File: src/rtl/array_index_scheduler.sv
// rtl/array_index_scheduler.sv - round-robin request scheduler with indexed result table (ARRAY_INDEX_SCHED_ERR_CNT_EN enables the out-of-range read counter)
module array_index_scheduler #(
    parameter int NUM_REQ = 4,
    parameter int DATA_W  = 8
) (
    input  logic                        clk,
    input  logic                        rst,
    input  logic [NUM_REQ-1:0]          req,
    input  logic [NUM_REQ*DATA_W-1:0]   req_data,
    output logic [NUM_REQ-1:0]          grant,
    output logic                        out_valid,
    input  logic                        out_ready,
    output logic [DATA_W-1:0]           out_data,
    output logic [$clog2(NUM_REQ)-1:0]  out_index,
    input  logic [7:0]                  rd_index,
    output logic [DATA_W-1:0]           rd_data,
    output logic [7:0]                  err_cnt
);

    localparam int IDX_W = $clog2(NUM_REQ);

    typedef enum logic {
        IDLE = 1'b0,
        HOLD = 1'b1
    } state_t;

    state_t                 state;
    state_t                 state_next;
    logic [IDX_W-1:0]       rr_ptr;
    logic [NUM_REQ-1:0]     grant_q;
    logic [DATA_W-1:0]      table_q [NUM_REQ];

    logic                   sel_found;
    logic [IDX_W-1:0]       sel_idx;
    logic [IDX_W:0]         cand;
    logic [DATA_W-1:0]      sel_sum;
    logic                   do_select;
    logic                   do_accept;
    logic                   rd_oor;

    // Scan from the highest offset down so the lowest offset from rr_ptr wins.
    always_comb begin
        sel_found = |req;
        sel_idx   = '0;
        cand      = '0;
        for (int off = NUM_REQ - 1; off >= 0; off--) begin
            cand = {1'b0, rr_ptr} + (IDX_W+1)'(off);
            if (cand >= (IDX_W+1)'(NUM_REQ)) begin
                cand = cand - (IDX_W+1)'(NUM_REQ);
            end
            if (req[cand]) begin
                sel_idx = cand[IDX_W-1:0];
            end
        end
    end

    assign sel_sum   = req_data[sel_idx*DATA_W +: DATA_W] + DATA_W'(sel_idx);
    assign do_select = (state == IDLE) && sel_found;
    assign do_accept = (state == HOLD) && out_ready;

    always_ff @(posedge clk) begin
        if (rst) begin
            state <= IDLE;
        end else begin
            state <= state_next;
        end
    end

    always_comb begin
        state_next = state;
        case (state)
            IDLE:    if (sel_found) state_next = HOLD;
            HOLD:    if (out_ready) state_next = IDLE;
            default: state_next = IDLE;
        endcase
    end

    always_comb begin
        out_valid = (state == HOLD);
        grant     = grant_q;
    end

    always_ff @(posedge clk) begin
        if (rst) begin
            rr_ptr    <= '0;
            grant_q   <= '0;
            out_data  <= '0;
            out_index <= '0;
            for (int i = 0; i < NUM_REQ; i++) begin
                table_q[i] <= '0;
            end
        end else begin
            grant_q <= '0;
            if (do_select) begin
                grant_q[sel_idx]  <= 1'b1;
                out_data          <= sel_sum;
                out_index         <= sel_idx;
                table_q[sel_idx]  <= sel_sum;
            end
            if (do_accept) begin
                rr_ptr <= (out_index == IDX_W'(NUM_REQ - 1)) ? '0 : out_index + 1'b1;
            end
        end
    end

    assign rd_oor  = (rd_index >= 8'(NUM_REQ));
    assign rd_data = rd_oor ? '0 : table_q[rd_index[IDX_W-1:0]];

`ifdef ARRAY_INDEX_SCHED_ERR_CNT_EN
    logic [7:0] err_cnt_q;

    always_ff @(posedge clk) begin
        if (rst) begin
            err_cnt_q <= '0;
        end else if (rd_oor && (err_cnt_q != 8'hFF)) begin
            err_cnt_q <= err_cnt_q + 8'd1;
        end
    end

    assign err_cnt = err_cnt_q;
`else
    assign err_cnt = '0;
`endif

endmodule
File: config.mk
export PLATFORM = sky130hd
export DESIGN_NAME = array_index_scheduler
export DESIGN_NICKNAME = d
export VERILOG_FILES = /design/src/rtl/array_index_scheduler.sv
export SDC_FILE = /design/constraint.sdc
export NUM_CORES = 1
export LEC_CHECK = 0
export CAP_MARGIN = 20
export CORE_AREA = 2 2 83 85
export CTS_CLUSTER_SIZE = 16
export DETAILED_ROUTE_END_ITERATION = 8
export DIE_AREA = 0 0 85 87
export MAX_ROUTING_LAYER = met4
export PLACE_DENSITY = 0.71
export RECOVER_POWER = 25
export SLEW_MARGIN = 20
export SYNTH_ARGS = -nofsm -noshare
export SYNTH_HDL_FRONTEND = slang
export SYNTH_SLANG_ARGS = --single-unit
File: constraint.sdc
create_clock -name clk -period 3.94 [get_ports clk]
set_input_delay 0.591 -clock clk [delete_from_list [all_inputs] [get_ports clk]]
set_output_delay 0.591 -clock clk [all_outputs]
set_load 0.05 [all_outputs]
## Word level (Yosys, flattened, before mapping)

Memory sizes are Yosys's and may differ from the RTL's.
Cells that the tools add are included.

| word-level totals | value |
|---|---|
| register bits after elaboration | 17 |
| bits in latches | 0 |
| memory bits (writable) | 32 |
| bits in read-only memories | 0 |
| input port bits | 47 |
| output and inout port bits | 31 |
| word-level logic and storage cells | 67 |
| memories kept | 1 |

Memory list:

| name | words | width | read ports | clocked after Yosys merged registers in | wr ports | RTL line | text |
|---|---|---|---|---|---|---|---|
| table_q | 4 | 8 | 1 | 0 | 4 | 31 | `logic [DATA_W-1:0] table_q [NUM_REQ];` |

| cells by class | value |
|---|---|
| $add $sub $neg | 9 |
| $mul | 0 |
| divide/modulo/power cells | 0 |
| $lt $le $gt $ge | 11 |
| eq/ne operators | 1 |
| shifts and indexed selects | 1 |
| multiplexer cells | 31 |
| bitwise gates (word level) | 2 |
| reduce and logical (&&, ||, !) cells | 6 |

Operator list:

| operator | count |
|---|---|
| variable part select 32 x 6 -> 8 bit | 1 |
| two-way mux 8 bit | 2 |
| two-way mux 1 bit | 13 |
| < comparator 3 bit (second input constant) | 4 |
| two-way mux 2 bit | 6 |
| two-way mux 3 bit | 4 |
| greater-or-equal comparator 3 bit (second input constant) | 3 |
| subtractor 3 bit (second input constant) | 3 |
| adder 8 x 2 -> 8 bit | 1 |
| binary-select mux 1 bit (select 2 bit) | 4 |
| greater-or-equal comparator 8 x 3 -> 1 bit (second input constant) | 1 |
| OR reduction 8 bit | 1 |
| adder 2 x 2 -> 3 bit (second input constant) | 2 |
| OR reduction 4 bit | 1 |
| adder 2 x 1 -> 3 bit (second input constant) | 1 |
| greater-or-equal comparator 2 x 3 -> 1 bit (second input constant) | 1 |
| logical AND 1 bit | 3 |
| < comparator 2 x 3 -> 1 bit (second input constant) | 1 |
| subtractor 2 x 3 -> 3 bit (second input constant) | 1 |
| adder 2 x 1 -> 2 bit (second input constant) | 1 |
| demux 1 bit (select 2 bit) | 1 |
| equality test 2 bit (second input constant) | 1 |
| greater-or-equal comparator 2 x 1 -> 1 bit (second input constant) | 1 |
| NOT 1 bit | 2 |
| other kinds (2) | 2 |

## Depth between registers and ports, before layout

| depth | value |
|---|---|
| word-level depth | 13 |
| mapped depth | 15 |
| mapped depth without buffers | 14 |

## Least setup slack after synthesis

No wires, ideal clock.

| path | value |
|---|---|
| path type | in2reg |
| from | in req[2] |
| to | mem table_q[0][6], data pin |
| arrival time | 3493 ps |
| required time | 3673 ps |
| path slack | 181 ps |
| cell stages on the path | 14 |
| path buffers | 1 |
| path through | nor2b_2 -> a221o_2 -> nand2_2 -> clkbuf_1 -> nand2_1 -> and3_1 -> a31oi_1 -> ha_1 -> inv_1 -> fa_1 -> or3_1 -> nor4_2 -> xnor2_1 -> nor2_1 |

RTL lines:

| item | RTL line | text |
|---|---|---|
| start, declared | 8 | `input logic [NUM_REQ-1:0] req,` |
| end, declared | 31 |  |

==> summary by stage <==
Critical path
In this run the critical register-to-register path is launched from rr_ptr[1]. The signal on the critical path passes through clkdlybuf4s50_1 > buf_4 > mux2i_1 > or2_1 > nand3_2 > inv_1 > mux2i_1 > inv_1 > fa_1 > or3_1 > nor4_2 > xnor2_1 > nor2_1. The setup slack of the most critical reg-to-reg path is 570 ps. Among all stages on the critical path, the largest delay is contributed by clkdlybuf4s50_1. The kind of critical path is primary input to register. Along the worst path, the maximum fanout reaches 6. In this run the critical register-to-register path is captured at table_q[0][6]. Counting cells, the worst reg-to-reg path comes to 11.

At the worst endpoint, the arrival time is 3780 ps. The largest stage delay on the critical path is 450 ps. In this run the worst setup path begins at req[2]. Counting both buffers and inverters, the worst setup path holds a total of 4. In this design, the largest share of critical-path delay is due to simple AND/OR/NAND/NOR gates. For the worst setup path, the data required time is 3980 ps.

The sort of element at the end of the critical path is a register. The type of element launching the critical path is a primary input.

Cells and area
After routing the design area is 0.003702 mm². After the flow finishes, the layout carries non-filler instances totaling 429. The post-layout net count is 399. The count of antenna diodes in the layout is 0. In the final layout, the share of cells above drive strength 1 is 14.90%. The count of filler cells inserted in the layout is 595. Relative to the synthesized area, the layout overhead comes to 36.99%.

Place
The count of buffers from port buffering is 69. The worst slack at placement is -72.01 ps. The number of instances in the placed design is 421. Routability-driven placement finished with a final weighted congestion of 0.9018. After detailed placement, the total cell area comes to 0.003572 mm². Detailed placement ended at an HPWL of 5011 µm.

GRT
The first-pass GRT wire length is 10,190 µm. The via count of the first global-routing pass came to 2,233. The initial antenna violation count is 0.

After global routing the overflow that remains totals 0. Entering global routing, the biggest net connects 19 pins. Across every metal layer, demand over resource in global routing totals 18.13%.

Synthesis
The top cell type by area accounts for 35.56% of the synthesized area. The Yosys step of the flow raised 0 warnings. The cell type with the highest aggregate area in the netlist is edfxtp_1. The sequential fraction of the synthesis area is 48.15%. After synthesis, the netlist uses 53 different library cells.

In the post-synthesis netlist, the biggest area contributors are edfxtp_1 36%, dfxtp_1 13%, mux4_2 6.7%. The synthesized area per cell is 10.28 µm². Counting flops and latches in the post-synthesis netlist gives 49. The proportion of synthesized flip-flops having asynchronous set or reset is 0%. The number of enable-type register cells in the synthesized netlist is 32. The dominant cell by count in the synthesized netlist is nor2_1. Ranked by instance count, the synthesized netlist is headed by 39 x nor2_1, 32 x edfxtp_1, 28 x nand2_1, 17 x dfxtp_1, 15 x and3_1. After technology mapping, the gate count stands at 263. The netlist area before placement is 0.002703 mm². The most common flop cell mapped by yosys is edfxtp_1.

Pwr
VDD sags by at most 0.1871 mV. The leakage power of the design is 1.528 nW. The total power per unit cell area is 386.9 mW/mm².

CTS
The maximum number of buffers from clock root to sink is 2. The clock tree from TritonCTS is built. The tree built by TritonCTS fans out to 49 sinks.

The count of buffers added by post-CTS timing repair for setup is 0. The total of cells resized after clock tree synthesis is 0. After clock tree synthesis, the clock-pin slew on the worst setup and hold paths is 90 ps. Counting the buffers created by CTS gives 5. The CTS root buffer is clkbuf_8.

The number of buffers inserted by hold repair at cts is 0. The clock latency of the later-clocked register in the worst-skew pair is 300 ps. The H-tree generated during clock tree synthesis spans 2 levels.

Die
The area of the placeable core is 0.006569 mm². 78 I/O pins were placed. The horizontal die dimension is 85 µm. The row count is 30. The die height is 87 µm.

The die covers 0.007395 mm². The initial utilization of the core area, before any placement, comes to 41.14%.

STA
The transition time of the tightest slew-check pin is 714.5 ps. In the finished design, the share of the clock period the worst path needs comes to 94.83%. The worst clock skew on the final layout is 8.287 ps. Setup repair after global routing left no endpoint under its margin. The number of hold violations in the final report is 0.

The worst pin sits at a relative slew slack of 52.19%. Timing would allow up to 267.6 MHz. Setup violations remaining at the end of the flow were counted as 0. Setup slack closes at 203.6 ps.

The clock period minus worst slack is 3736 ps. The final-report max-slew violation count is 0.

Detailed routing
The total routed wirelength is 6394 µm. The ratio of routed vias to standard cells is 5.240. In the routed design, unresolved DRC markers number 0. Dividing the detail-routed wire length by the instance count gives 14.90 µm. The number of nets still failing antenna checks after routing is 0.

The first routing iteration left 92 violations. The number of iterations in the first detailed-routing pass is 4. The number of vias after detailed routing is 2,248.

Run status
The run finished with clean final reports.

Hold path
The hold path depth is 2. The hold path endpoint is out_data[4]. The beginning of the worst hold path is out_data[4]. In this run the worst hold path is classified as register to register.

Flow run
Across the run, the number of max-cap violations was 0.
## worst max-delay path by stage
| stage | end | slack, ps | cells after the start |
|---|---|---|---|
| after floorplan | table_q[0][6] | 180 | 14 |
| after CTS | table_q[0][6] | 240 | 13 |
| after detailed placement | table_q[2][6] | -70 | 13 |
| after global routing | table_q[2][6] | 20 | 15 |
| after global placement | table_q[0][6] | -7 | 13 |
| final | table_q[0][6] | 200 | 13 |
## cell usage in the layout, fill, tap and decap left out, types with 2 or more instances in the layout
master / netlist / routed
and3_1: 15 / 15
nor4_1: 2 / 2
conb_1: 1 / 8
dlygate4sd3_1: 0 / 17
bufinv_16: 0 / 2
clkbuf_1: 7 / 2
mux2_2: 2 / 2
dfxtp_1: 17 / 17
nor2b_1: 2 / 2
a31oi_1: 2 / 2
ha_1: 3 / 3
nor3_1: 7 / 7
clkbuf_8: 0 / 5
mux2i_1: 9 / 9
nand2_1: 28 / 28
or2_2: 2 / 2
xnor2_1: 3 / 3
buf_4: 8 / 19
or3_1: 2 / 2
nor2_1: 39 / 39
a21oi_1: 7 / 7
inv_1: 10 / 10
or2_1: 2 / 2
mux4_2: 8 / 8
a21boi_1: 2 / 2
edfxtp_1: 32 / 32
nand3_1: 10 / 10
nand2b_1: 4 / 4
a211oi_1: 6 / 6
clkdlybuf4s50_1: 0 / 52
o21ai_1: 2 / 2
o21ai_0: 4 / 4
## worst min-delay path: cells and delay by family (launching register included)
family | cells | cell delay [ps]
flip-flops | 1 | 310
AND/OR/NAND/NOR | 2 | 90
## layer usage
metal,share of wire (%),track usage [%]
met2,52,32.67
met1,41,20.39
met5,0,-
met3,4.6,2.275
met4,2.4,7.359
## flip-flops by register name, indices dropped and copies added, names as in the netlist
signal,count
grant,4
out_data,8
out_index,2
out_valid,1
rr_ptr,2
table_q,32
## layout make-up
class                   count  area, µm²  area share, %
flip-flops and latches     49       1301          35.15
multi-input cells         191       1280          34.57
repair buffers             90      840.8          22.71
clock inverters             3      68.82          1.859
well taps                  80      100.1          2.704
inverters                  11      42.54          1.149
clock buffers               5      68.82          1.859
## cells by family after synthesis
group / count (synthesis) / share of synthesized area [%]
muxes: 19 / 10.83
AOI/OAI and AO/OA: 34 / 9.398
DFF: 49 / 48.15
and+or+nand+nor: 122 / 22.59
other: 1 / 0.1388
adders and majority gates: 4 / 2.130
buffers and inverters: 30 / 5.463
xor gates and xnor gates: 4 / 1.297
## power by group
group | leakage (nW) | switching (mW) | internal, mW
Sequential | 0.473 | 0.0165 | 0.596
Clock | 0.0687 | 0.173 | 0.255
Combinational | 0.986 | 0.231 | 0.161
Total | 1.53 | 0.421 | 1.01
## through the flow
step | hold WS (ps) | util (%) | setup TNS (ps) | total power [mW]
detailed placement | 436.3 | 54.38 | -252.5 | 1.025
global route | 467.2 | 56.36 | 0 | 1.485
finish | 443.2 | 56.36 | 0 | 1.432
CTS | 449.7 | 56.48 | 0 | 1.442
global placement | 432.6 | 54.38 | -19.16 | 1.018
floorplan | 484.3 | - | 0 | 0.8727
No activity file was read; power rests on OpenSTA's default activity.
